`config.mk`:
```
export PLATFORM = sky130hd
export DESIGN_NAME = rename_freelist_ctrl_flat
export DESIGN_NICKNAME = d
export VERILOG_FILES = /design/src/rtl/rename_freelist_ctrl_pkg.sv /design/src/rtl/rename_freelist_ctrl_if.sv /design/src/rtl/rename_freelist_ctrl_fl_ptr_add.sv /design/src/rtl/rename_freelist_ctrl.sv /design/src/flat_wrapper.sv
export SDC_FILE = /design/constraint.sdc
export NUM_CORES = 1
export LEC_CHECK = 0
export CORE_MARGIN = 2
export CORE_UTILIZATION = 55
export DETAILED_ROUTE_END_ITERATION = 10
export GPL_TIMING_DRIVEN = 0
export HOLD_SLACK_MARGIN = 0.12
export MAX_ROUTING_LAYER = met4
export PLACE_DENSITY = 0.73
export SETUP_SLACK_MARGIN = 0.3
export SYNTH_ARGS = -nofsm -noshare
export SYNTH_HDL_FRONTEND = slang
export SYNTH_HIERARCHICAL = 1
export SYNTH_SLANG_ARGS = --single-unit
```
`constraint.sdc`:
```
create_clock -name clk -period 12.26 [get_ports clk]
set_input_delay 3.065 -clock clk [delete_from_list [all_inputs] [get_ports clk]]
set_output_delay 3.065 -clock clk [all_outputs]
set_load 0.01 [all_outputs]
```
`src/rtl/rename_freelist_ctrl_pkg.sv`:
```
// Shared types and sizing for the rename free list.
// Tags are 6 bits; p0 is the reset mapping and never enters the list.
package rename_pkg;
  localparam int PHY_REG_NUM = 64;
  localparam int PHY_REG_SEL = $clog2(PHY_REG_NUM);
  localparam int DEPTH = PHY_REG_NUM - 1;
  localparam int CNT_W = PHY_REG_SEL + 1;
  localparam logic [CNT_W-1:0] DEPTH_C = CNT_W'(DEPTH);

  typedef logic [PHY_REG_SEL-1:0] phy_reg_t;

  typedef enum logic [1:0] {
    FL_INIT,
    FL_RUN,
    FL_RECOVER
  } fl_state_t;
endpackage

```
`src/rtl/rename_freelist_ctrl_if.sv`:
```
// Rename/commit side bundle of the free-list controller.
// master = rename and commit logic, slave = free list.
interface rename_freelist_ctrl_if;
  import rename_pkg::*;

  logic             ren_valid;
  logic             need1;
  logic             need2;
  logic             ren_ready;
  phy_reg_t         phy_dst_1;
  phy_reg_t         phy_dst_2;
  logic             ret_alloc1;
  logic             ret_alloc2;
  logic             free_v1;
  logic             free_v2;
  phy_reg_t         free_reg1;
  phy_reg_t         free_reg2;
  logic             flush;
  logic [CNT_W-1:0] free_count;

  modport master (
    output ren_valid, need1, need2,
    output ret_alloc1, ret_alloc2,
    output free_v1, free_v2,
    output free_reg1, free_reg2, flush,
    input  ren_ready, phy_dst_1, phy_dst_2,
    input  free_count
  );

  modport slave (
    input  ren_valid, need1, need2,
    input  ret_alloc1, ret_alloc2,
    input  free_v1, free_v2,
    input  free_reg1, free_reg2, flush,
    output ren_ready, phy_dst_1, phy_dst_2,
    output free_count
  );
endinterface

```
`src/rtl/rename_freelist_ctrl_fl_ptr_add.sv`:
```
// Ring pointer adder: ptr + 0..2, wrapped modulo DEPTH.
// DEPTH is not a power of two, so wrap is compare-and-subtract.
module fl_ptr_add
  import rename_pkg::*;
(
  input  phy_reg_t   ptr,
  input  logic [1:0] inc,
  output phy_reg_t   sum
);
  logic [CNT_W-1:0] raw;
  phy_reg_t         wrap;

  assign raw  = {1'b0, ptr} + CNT_W'(inc);
  assign wrap = phy_reg_t'(raw - DEPTH_C);
  assign sum  = (raw >= DEPTH_C) ? wrap
                                 : raw[PHY_REG_SEL-1:0];
endmodule

```
`src/rtl/rename_freelist_ctrl.sv`:
```
// Physical-register free list for the 2-wide rename stage.
// Circular FIFO with speculative head, committed head and tail.
module rename_freelist_ctrl
  import rename_pkg::*;
(
  input logic clk,
  input logic reset,
  rename_freelist_ctrl_if.slave fl
);
  fl_state_t        state, state_nx;
  phy_reg_t         spec_head, commit_head;
  phy_reg_t         tail, init_idx;
  phy_reg_t         spec_adv, spec_nx;
  phy_reg_t         commit_nx, tail_nx;
  phy_reg_t         rd2_idx, wr2_idx;
  logic [CNT_W-1:0] count, count_nx;
  logic [CNT_W-1:0] diff, t7, c7;
  logic             full, full_nx, ring_full;
  logic             run, active, init_last;
  logic             fire, w1, w2;
  logic [1:0]       need_n, alloc_n;
  logic [1:0]       wr_n, ret_n;
  phy_reg_t         slots [DEPTH];

  assign run       = (state == FL_RUN);
  assign active    = (state != FL_INIT);
  assign init_last = (init_idx == phy_reg_t'(DEPTH - 1));

  assign need_n = {1'b0, fl.need1}
                + {1'b0, fl.need2};
  assign fl.ren_ready = run & ~fl.flush
                      & (count >= CNT_W'(need_n));
  assign fire    = fl.ren_valid & fl.ren_ready;
  assign alloc_n = fire ? need_n : 2'd0;

  // p0 is aliased by many arch regs, so its release is dropped
  assign w1 = active & fl.free_v1
            & (fl.free_reg1 != '0);
  assign w2 = active & fl.free_v2
            & (fl.free_reg2 != '0);
  assign wr_n  = {1'b0, w1} + {1'b0, w2};
  assign ret_n = active
               ? ({1'b0, fl.ret_alloc1}
                + {1'b0, fl.ret_alloc2})
               : 2'd0;

  fl_ptr_add u_rd2 (
    .ptr (spec_head),
    .inc ({1'b0, fl.need1}),
    .sum (rd2_idx)
  );

  fl_ptr_add u_spec (
    .ptr (spec_head),
    .inc (alloc_n),
    .sum (spec_adv)
  );

  fl_ptr_add u_commit (
    .ptr (commit_head),
    .inc (ret_n),
    .sum (commit_nx)
  );

  fl_ptr_add u_tail (
    .ptr (tail),
    .inc (wr_n),
    .sum (tail_nx)
  );

  fl_ptr_add u_wr2 (
    .ptr (tail),
    .inc ({1'b0, w1}),
    .sum (wr2_idx)
  );

  assign fl.phy_dst_1  = active ? slots[spec_head] : '0;
  assign fl.phy_dst_2  = active ? slots[rd2_idx] : '0;
  assign fl.free_count = count;

  // Committed ring span; equal pointers mean empty or full
  assign t7   = {1'b0, tail_nx};
  assign c7   = {1'b0, commit_nx};
  assign diff = (t7 >= c7) ? (t7 - c7)
                           : (t7 + DEPTH_C - c7);
  assign ring_full = (tail_nx == commit_nx)
                   & (full ? (wr_n >= ret_n)
                           : (wr_n > ret_n));

  always_comb begin
    state_nx = state;
    count_nx = count;
    full_nx  = full;
    spec_nx  = spec_adv;
    unique case (state)
      FL_INIT: begin
        if (init_last) begin
          state_nx = FL_RUN;
          count_nx = DEPTH_C;
          full_nx  = 1'b1;
        end
      end
      FL_RUN: begin
        full_nx  = ring_full;
        count_nx = count - CNT_W'(alloc_n)
                 + CNT_W'(wr_n);
        if (fl.flush) begin
          state_nx = FL_RECOVER;
          spec_nx  = commit_nx;
          count_nx = ring_full ? DEPTH_C : diff;
        end
      end
      FL_RECOVER: begin
        state_nx = FL_RUN;
        full_nx  = ring_full;
        count_nx = count + CNT_W'(wr_n);
      end
      default: state_nx = FL_INIT;
    endcase
  end

  always_ff @(posedge clk or posedge reset) begin
    if (reset) begin
      state       <= FL_INIT;
      spec_head   <= '0;
      commit_head <= '0;
      tail        <= '0;
      init_idx    <= '0;
      count       <= '0;
      full        <= 1'b0;
    end else begin
      state       <= state_nx;
      spec_head   <= spec_nx;
      commit_head <= commit_nx;
      tail        <= tail_nx;
      count       <= count_nx;
      full        <= full_nx;
      init_idx    <= (active || init_last)
                   ? '0 : init_idx + phy_reg_t'(1);
    end
  end

  always_ff @(posedge clk) begin
    if (!active) begin
      slots[init_idx] <= init_idx + phy_reg_t'(1);
    end else begin
      if (w1) slots[tail] <= fl.free_reg1;
      if (w2) slots[wr2_idx] <= fl.free_reg2;
    end
  end

  logic [CNT_W:0] cnt_sum, cnt_cap;
  assign cnt_sum = {1'b0, count}
                 + {{(CNT_W-1){1'b0}}, wr_n};
  assign cnt_cap = {1'b0, DEPTH_C}
                 + {{(CNT_W-1){1'b0}}, alloc_n};

  a_count_bound: assert property (
    @(posedge clk) disable iff (reset)
    active |-> (cnt_sum <= cnt_cap));

  a_ring_bound: assert property (
    @(posedge clk) disable iff (reset)
    (active && full && tail == commit_head)
      |-> (wr_n <= ret_n));
endmodule

```
`src/flat_wrapper.sv`:
```
// flat-port wrapper written by rule: the top's interface ports become plain ports
module rename_freelist_ctrl_flat import rename_pkg::*;
  (clk, reset, fl_ren_valid, fl_need1, fl_need2, fl_ret_alloc1, fl_ret_alloc2, fl_free_v1, fl_free_v2, fl_free_reg1, fl_free_reg2, fl_flush, fl_ren_ready, fl_phy_dst_1, fl_phy_dst_2, fl_free_count);
  rename_freelist_ctrl_if fl_i ();
  input logic clk;
  input logic reset;
  input wire logic [$bits(fl_i.ren_valid)-1:0] fl_ren_valid;
  input wire logic [$bits(fl_i.need1)-1:0] fl_need1;
  input wire logic [$bits(fl_i.need2)-1:0] fl_need2;
  input wire logic [$bits(fl_i.ret_alloc1)-1:0] fl_ret_alloc1;
  input wire logic [$bits(fl_i.ret_alloc2)-1:0] fl_ret_alloc2;
  input wire logic [$bits(fl_i.free_v1)-1:0] fl_free_v1;
  input wire logic [$bits(fl_i.free_v2)-1:0] fl_free_v2;
  input wire logic [$bits(fl_i.free_reg1)-1:0] fl_free_reg1;
  input wire logic [$bits(fl_i.free_reg2)-1:0] fl_free_reg2;
  input wire logic [$bits(fl_i.flush)-1:0] fl_flush;
  output wire logic [$bits(fl_i.ren_ready)-1:0] fl_ren_ready;
  output wire logic [$bits(fl_i.phy_dst_1)-1:0] fl_phy_dst_1;
  output wire logic [$bits(fl_i.phy_dst_2)-1:0] fl_phy_dst_2;
  output wire logic [$bits(fl_i.free_count)-1:0] fl_free_count;
  assign fl_i.ren_valid = fl_ren_valid;
  assign fl_i.need1 = fl_need1;
  assign fl_i.need2 = fl_need2;
  assign fl_i.ret_alloc1 = fl_ret_alloc1;
  assign fl_i.ret_alloc2 = fl_ret_alloc2;
  assign fl_i.free_v1 = fl_free_v1;
  assign fl_i.free_v2 = fl_free_v2;
  assign fl_i.free_reg1 = fl_free_reg1;
  assign fl_i.free_reg2 = fl_free_reg2;
  assign fl_i.flush = fl_flush;
  assign fl_ren_ready = fl_i.ren_ready;
  assign fl_phy_dst_1 = fl_i.phy_dst_1;
  assign fl_phy_dst_2 = fl_i.phy_dst_2;
  assign fl_free_count = fl_i.free_count;
  rename_freelist_ctrl u_core (.clk(clk), .reset(reset), .fl(fl_i));
endmodule
```
* Word level (Yosys, flattened, before mapping)
Memories as Yosys holds them, arrays and structs flattened. Cells that the tools add are included.
Storage, ports and cells: register bits after elaboration 34, bits in writable memories 378, input bits 22, output and inout port bits 20, word-level logic and storage cells 97, memories kept 1
Memories:
- u_core.slots | depth 63, width 6, read ports 2, clocked after Yosys merged registers in 0, write ports 2, RTL line rename_freelist_ctrl.sv:23 | phy_reg_t slots [DEPTH];
Operators by class: add/sub/neg operators 20, order comparisons 9, equal/unequal tests 6, muxes and demuxes 33, bitwise gates (word level) 9, reduce and logical (&&, ||, !) cells 12
Operators with widths (number):
- $mux 6 | 12
- $ge 7x6->1 const B | 5
- $sub 6x6->6 const B | 5
- $mux 7 | 4
- $add 6x2->7 | 3
- $pmux 7 s3 | 1
- $add 6x1->7 | 2
- $add 7x2->7 | 2
- $reduce_bool 6->1 | 2
- $mux 1 | 10
- $and 1x1->1 | 8
- $mux 2 | 4
- $add 6x6->7 const B | 1
- $ge 7x2->1 | 1
- $sub 6x6->7 | 1
- $sub 7x2->7 | 1
- $sub 7x6->7 | 1
- $add 1x1->2 | 3
- $add 6x1->6 const B | 1
- $eq 6x6->1 | 1
- $eq 6x6->1 const B | 1
- $ge 6x6->1 | 1
- $pmux 2 s3 | 1
- $reduce_and 2->1 | 3
- 14 further kinds | 15

* Longest topological paths before layout
depth in word-level cells 13, depth in mapped cells 21

* Cells and area by module
The synthesis kept the hierarchy.
Modules (own cells, without submodules):
- rename_freelist_ctrl | times used 1, cells each 1754, area each 25869.8 µm², sequential area each 12201.7 µm²
- fl_ptr_add (u_core.u_rd2 ...) | times used 4, cells each 37, area each 281.5 µm², sequential area each 0.0 µm²
- fl_ptr_add (u_core.u_commit) | times used 1, cells each 40, area each 314.1 µm², sequential area each 0.0 µm²

* Worst setup path before layout
Ideal clock, no wire load.
path type input-to-output, start point input port fl_need1, end point output port fl_phy_dst_2[0], arrival 6346 ps, slack 2849 ps, stages 11, path buffers 2, cell sequence ha_1 > fa_1 > ha_1 > or3b_1 > o211ai_1 > clkbuf_1 > buf_1 > mux4_2 > mux4_2 > a22oi_1 > nand2_1
Between the ends: cells in the longest elaborated chain, start to end 5, elaborated cells on any way between the ends 6, classes of those cells add/sub: 2; order compare: 1; mux: 2; memory: 1
RTL lines:
- start, declared | RTL line flat_wrapper.sv:8 | input wire logic [$bits(fl_i.need1)-1:0] fl_need1;
- $add 6x1->7 * | RTL line rename_freelist_ctrl_fl_ptr_add.sv:13 | assign raw = {1'b0, ptr} + CNT_W'(inc);
- $sub 6x6->6 or $ge 7x6->1 (tied branches) | RTL line rename_freelist_ctrl_fl_ptr_add.sv:14, rename_freelist_ctrl_fl_ptr_add.sv:15
- $mux 6 * | RTL line rename_freelist_ctrl_fl_ptr_add.sv:15 | assign sum = (raw >= DEPTH_C) ? wrap
- net u_core.rd2_idx[1] | RTL line rename_freelist_ctrl.sv:15 | phy_reg_t rd2_idx, wr2_idx;
- $mem_v2 63x6 *
- $mux 6 * | RTL line rename_freelist_ctrl.sv:78 | assign fl.phy_dst_2 = active ? slots[rd2_idx] : '0;
- end, declared | RTL line flat_wrapper.sv:19 | output wire logic [$bits(fl_i.phy_dst_2)-1:0] fl_phy_dst_2;
The timed path passes the listed nets; every way through them passes the cells marked *.

* Final worst setup path
start point input port fl_need1, end point output port fl_phy_dst_2[4]
The elaborated chain is that of the path after synthesis.

==> flow_summary.ini <==
[global_routing]
antenna_found_initial = 8
grt_usage = 0.417
grt_pass1_vias = 19500
grt_pass1_wl_um = 143000
grt_overflow = 0
grt_max_degree = 19

[drt]
num_vias = 20400
drt-initial-drc-count = 3356
routed_wl_um = 102000
wl_per_cell_um = 37.3
vias_per_cell = 7.46
route.detailed.drc = 0
dr.pass1.iters = 6
drtAntennaViolNets = 0

[synth]
synth.most_common_cell = mux2_2
synth_edf_count = 378
yosys.area.top_type = edfxtp_1
synth_area_leaders = edfxtp_1, mux4_2, mux2_2
ys_seq_area_frac = 0.447
async_flop_share = 0.0825
syn_avg_cell_area_um2 = 14.1
netlist_instances = 1942
yosys_warnings = 6
ys_ff_latch = 412
ys_types = 77
synth_top_area_share = 0.416
synthesis.area_um2 = 27300
synthFlopType = edfxtp_1
synthTopCellsByCount = mux2_2, edfxtp_1, mux4_2, clkbuf_1, nor2_1

[sta]
finalSetupViolations = 0
worst_slack_ns = 0.535
tightest_slew_ns = 1.50
fin_crit_sh = 0.956
hold_viol = 0
skew_ns = 0.00960
relSlewSlack = -0.00919
fin_setup_tns_ns = 0
fmaxAchievable_mhz = 85.3
slew_viol_final = 6
hold_slack_ns = 0.537
rsz0062_at_grt = false
fin_crit_ns = 11.73

[floorplanning]
die_area_um2 = 51500
num_io_pins = 42
placementRows = 81
core_area_um2 = 49000
die_y_um = 227
die_w_um = 227
initial_utilization = 0.558

[worst_hold_path]
min_path_type = reg2reg

[cells_and_area]
nFillCells = 3760
syn_to_final_growth_pct = 10.1
drive_gt1_frac = 0.370
finalNonFillerCells = 2741
final_cell_area_um2 = 30100
final_core_util = 0.614
fin_nets = 2118

[pwr]
swShare = 0.226
pwr-share-seq = 0.494
p_leak_nw = 9.59
power-per-cell-area_nw_per_um2 = 102
pwr-share-comb = 0.049
p_switching_mw = 0.692
peakVddDrop_v = 0.0000836
total_power_mw = 3.07
pwr-share-clk = 0.457
internal_power_mw = 2.37

[setup_path]
path_cells = clkdlybuf4s50_1, ha_1, fa_1, ha_1, or3b_1, o211ai_1, clkbuf_2, clkdlybuf4s15_2, mux4_2, mux4_2, a22oi_1, nand2_1, clkdlybuf4s50_1
crit_type = in2out
worstSetupEndpointType = output port
cp_max_fo = 10
slowest_delay_ns = 0.67
slowest_stage = clkdlybuf4s15_2
required_ns = 9.19
critical_path_arrival_ns = 8.66
startpoint_type = input port

[placed_design]
placed_cell_area_um2 = 28500
gp_congestion = 1.08
pre_cts_ws_ns = 0.204
dp_cells = 2646
io_buffers = 35
dp_hpwl_um = 74600

[clock_network]
worstSkewPairLatency_ns = 0.60
cts_tree = built
cts_num_sinks = 412
post-cts-setup-buffers = 0
path_clk_slew_ns = 0.06
cts_buffer_depth = 3
numCtsBuffers = 47
htree_levels = 2
cts_root_buffer = clkbuf_16

[outcome]
violations = max-capacitance violations, max-slew violations
outcome = complete, but fails checks

[flow_run]
drv_cap = 1
## path summary, 6_finish.rpt
check                                     start                      end  slack [ns]  cells past startpoint
worst max-delay path                   fl_need1          fl_phy_dst_2[4]        0.53                     13
worst min-delay path                u_core/full              u_core/full        0.54                      2
worst max register to register  u_core/state[0]  u_core/fl.free_count[2]        5.75                     21
worst min register to register      u_core/full              u_core/full        0.54                      2
max in group asynchronous                 reset      u_core/spec_head[1]        8.73                      3
min in group asynchronous                 reset          u_core/state[1]        2.95                      2
## sequential cells by signal, summed over array words and instances (netlist names)
register              count
u_core/commit_head        6
u_core/spec_head          6
u_core/full               1
u_core/slots            378
u_core/state              2
u_core/init_idx           6
u_core/tail               6
u_core/fl.free_count      7
## area by class of cell
type / count / area (um^2) / share of cell area
Buffer: 175 / 807 / 0.0268
Sequential cell: 412 / 12200 / 0.406
Antenna cell: 12 / 30.0 / 0.000999
Clock inverter: 22 / 201 / 0.00670
Clock buffer: 61 / 1270 / 0.0423
Tap cell: 664 / 831 / 0.0276
Multi-Input combinational cell: 1315 / 14200 / 0.472
Timing Repair Buffer: 37 / 385 / 0.0128
Inverter: 43 / 161 / 0.00537
## worst max-delay path, delay by kind of cell
| family | cells | cell delay, ns |
|---|---|---|
| mux | 2 | 1.02 |
| buf+inv | 4 | 2.24 |
| compound gates | 2 | 0.67 |
| simple gates | 2 | 0.51 |
| fa+ha+maj | 3 | 1.13 |
## power by group through the flow
stage,clock network (mW),logic (mW),registers (mW)
finish,1.40,0.151,1.51
global route,1.45,0.154,1.51
CTS,1.40,0.144,1.51
detailed placement,0,0.143,1.54
global placement,0,0.140,1.54
floorplan,0,0.0794,1.54
## metal layers
metal,share of wire,track usage
met5,0,-
met3,0.16,0.166
met1,0.35,0.519
met2,0.42,0.585
met4,0.066,0.222
## kinds of logic (layout without fill, tap and decap cells)
group | after synthesis | count (layout) | synth area share
AND/OR/NAND/NOR | 331 | 331 | 0.0618
flip-flops | 412 | 412 | 0.447
adder cells (fa/ha/maj) | 65 | 65 | 0.0325
AO/OA/AOI/OAI | 266 | 266 | 0.0648
multiplexers | 626 | 626 | 0.352
buffers and inverters | 218 | 338 | 0.0349
XOR/XNOR | 23 | 23 | 0.00738
other | 1 | 16 | 0.000137
## cells in the final DEF (no fill, tap or decap), types with 49 or more instances in the layout
master and instances:
edfxtp_1 378, mux4_2 228, nor2_1 101, o21ai_0 50
o22ai_1 56, mux2_2 379, nand2_1 80, ha_1 55
clkbuf_16 49, clkbuf_1 124
## timing repair
item                                    4_1_cts  5_1_grt
hold endpoints to repair                      0        0
endpoints found under the setup margin        6        6
gates resized for setup                       3       14
hold buffers                                  0        0
No activity file was read; power rests on OpenSTA's default activity.
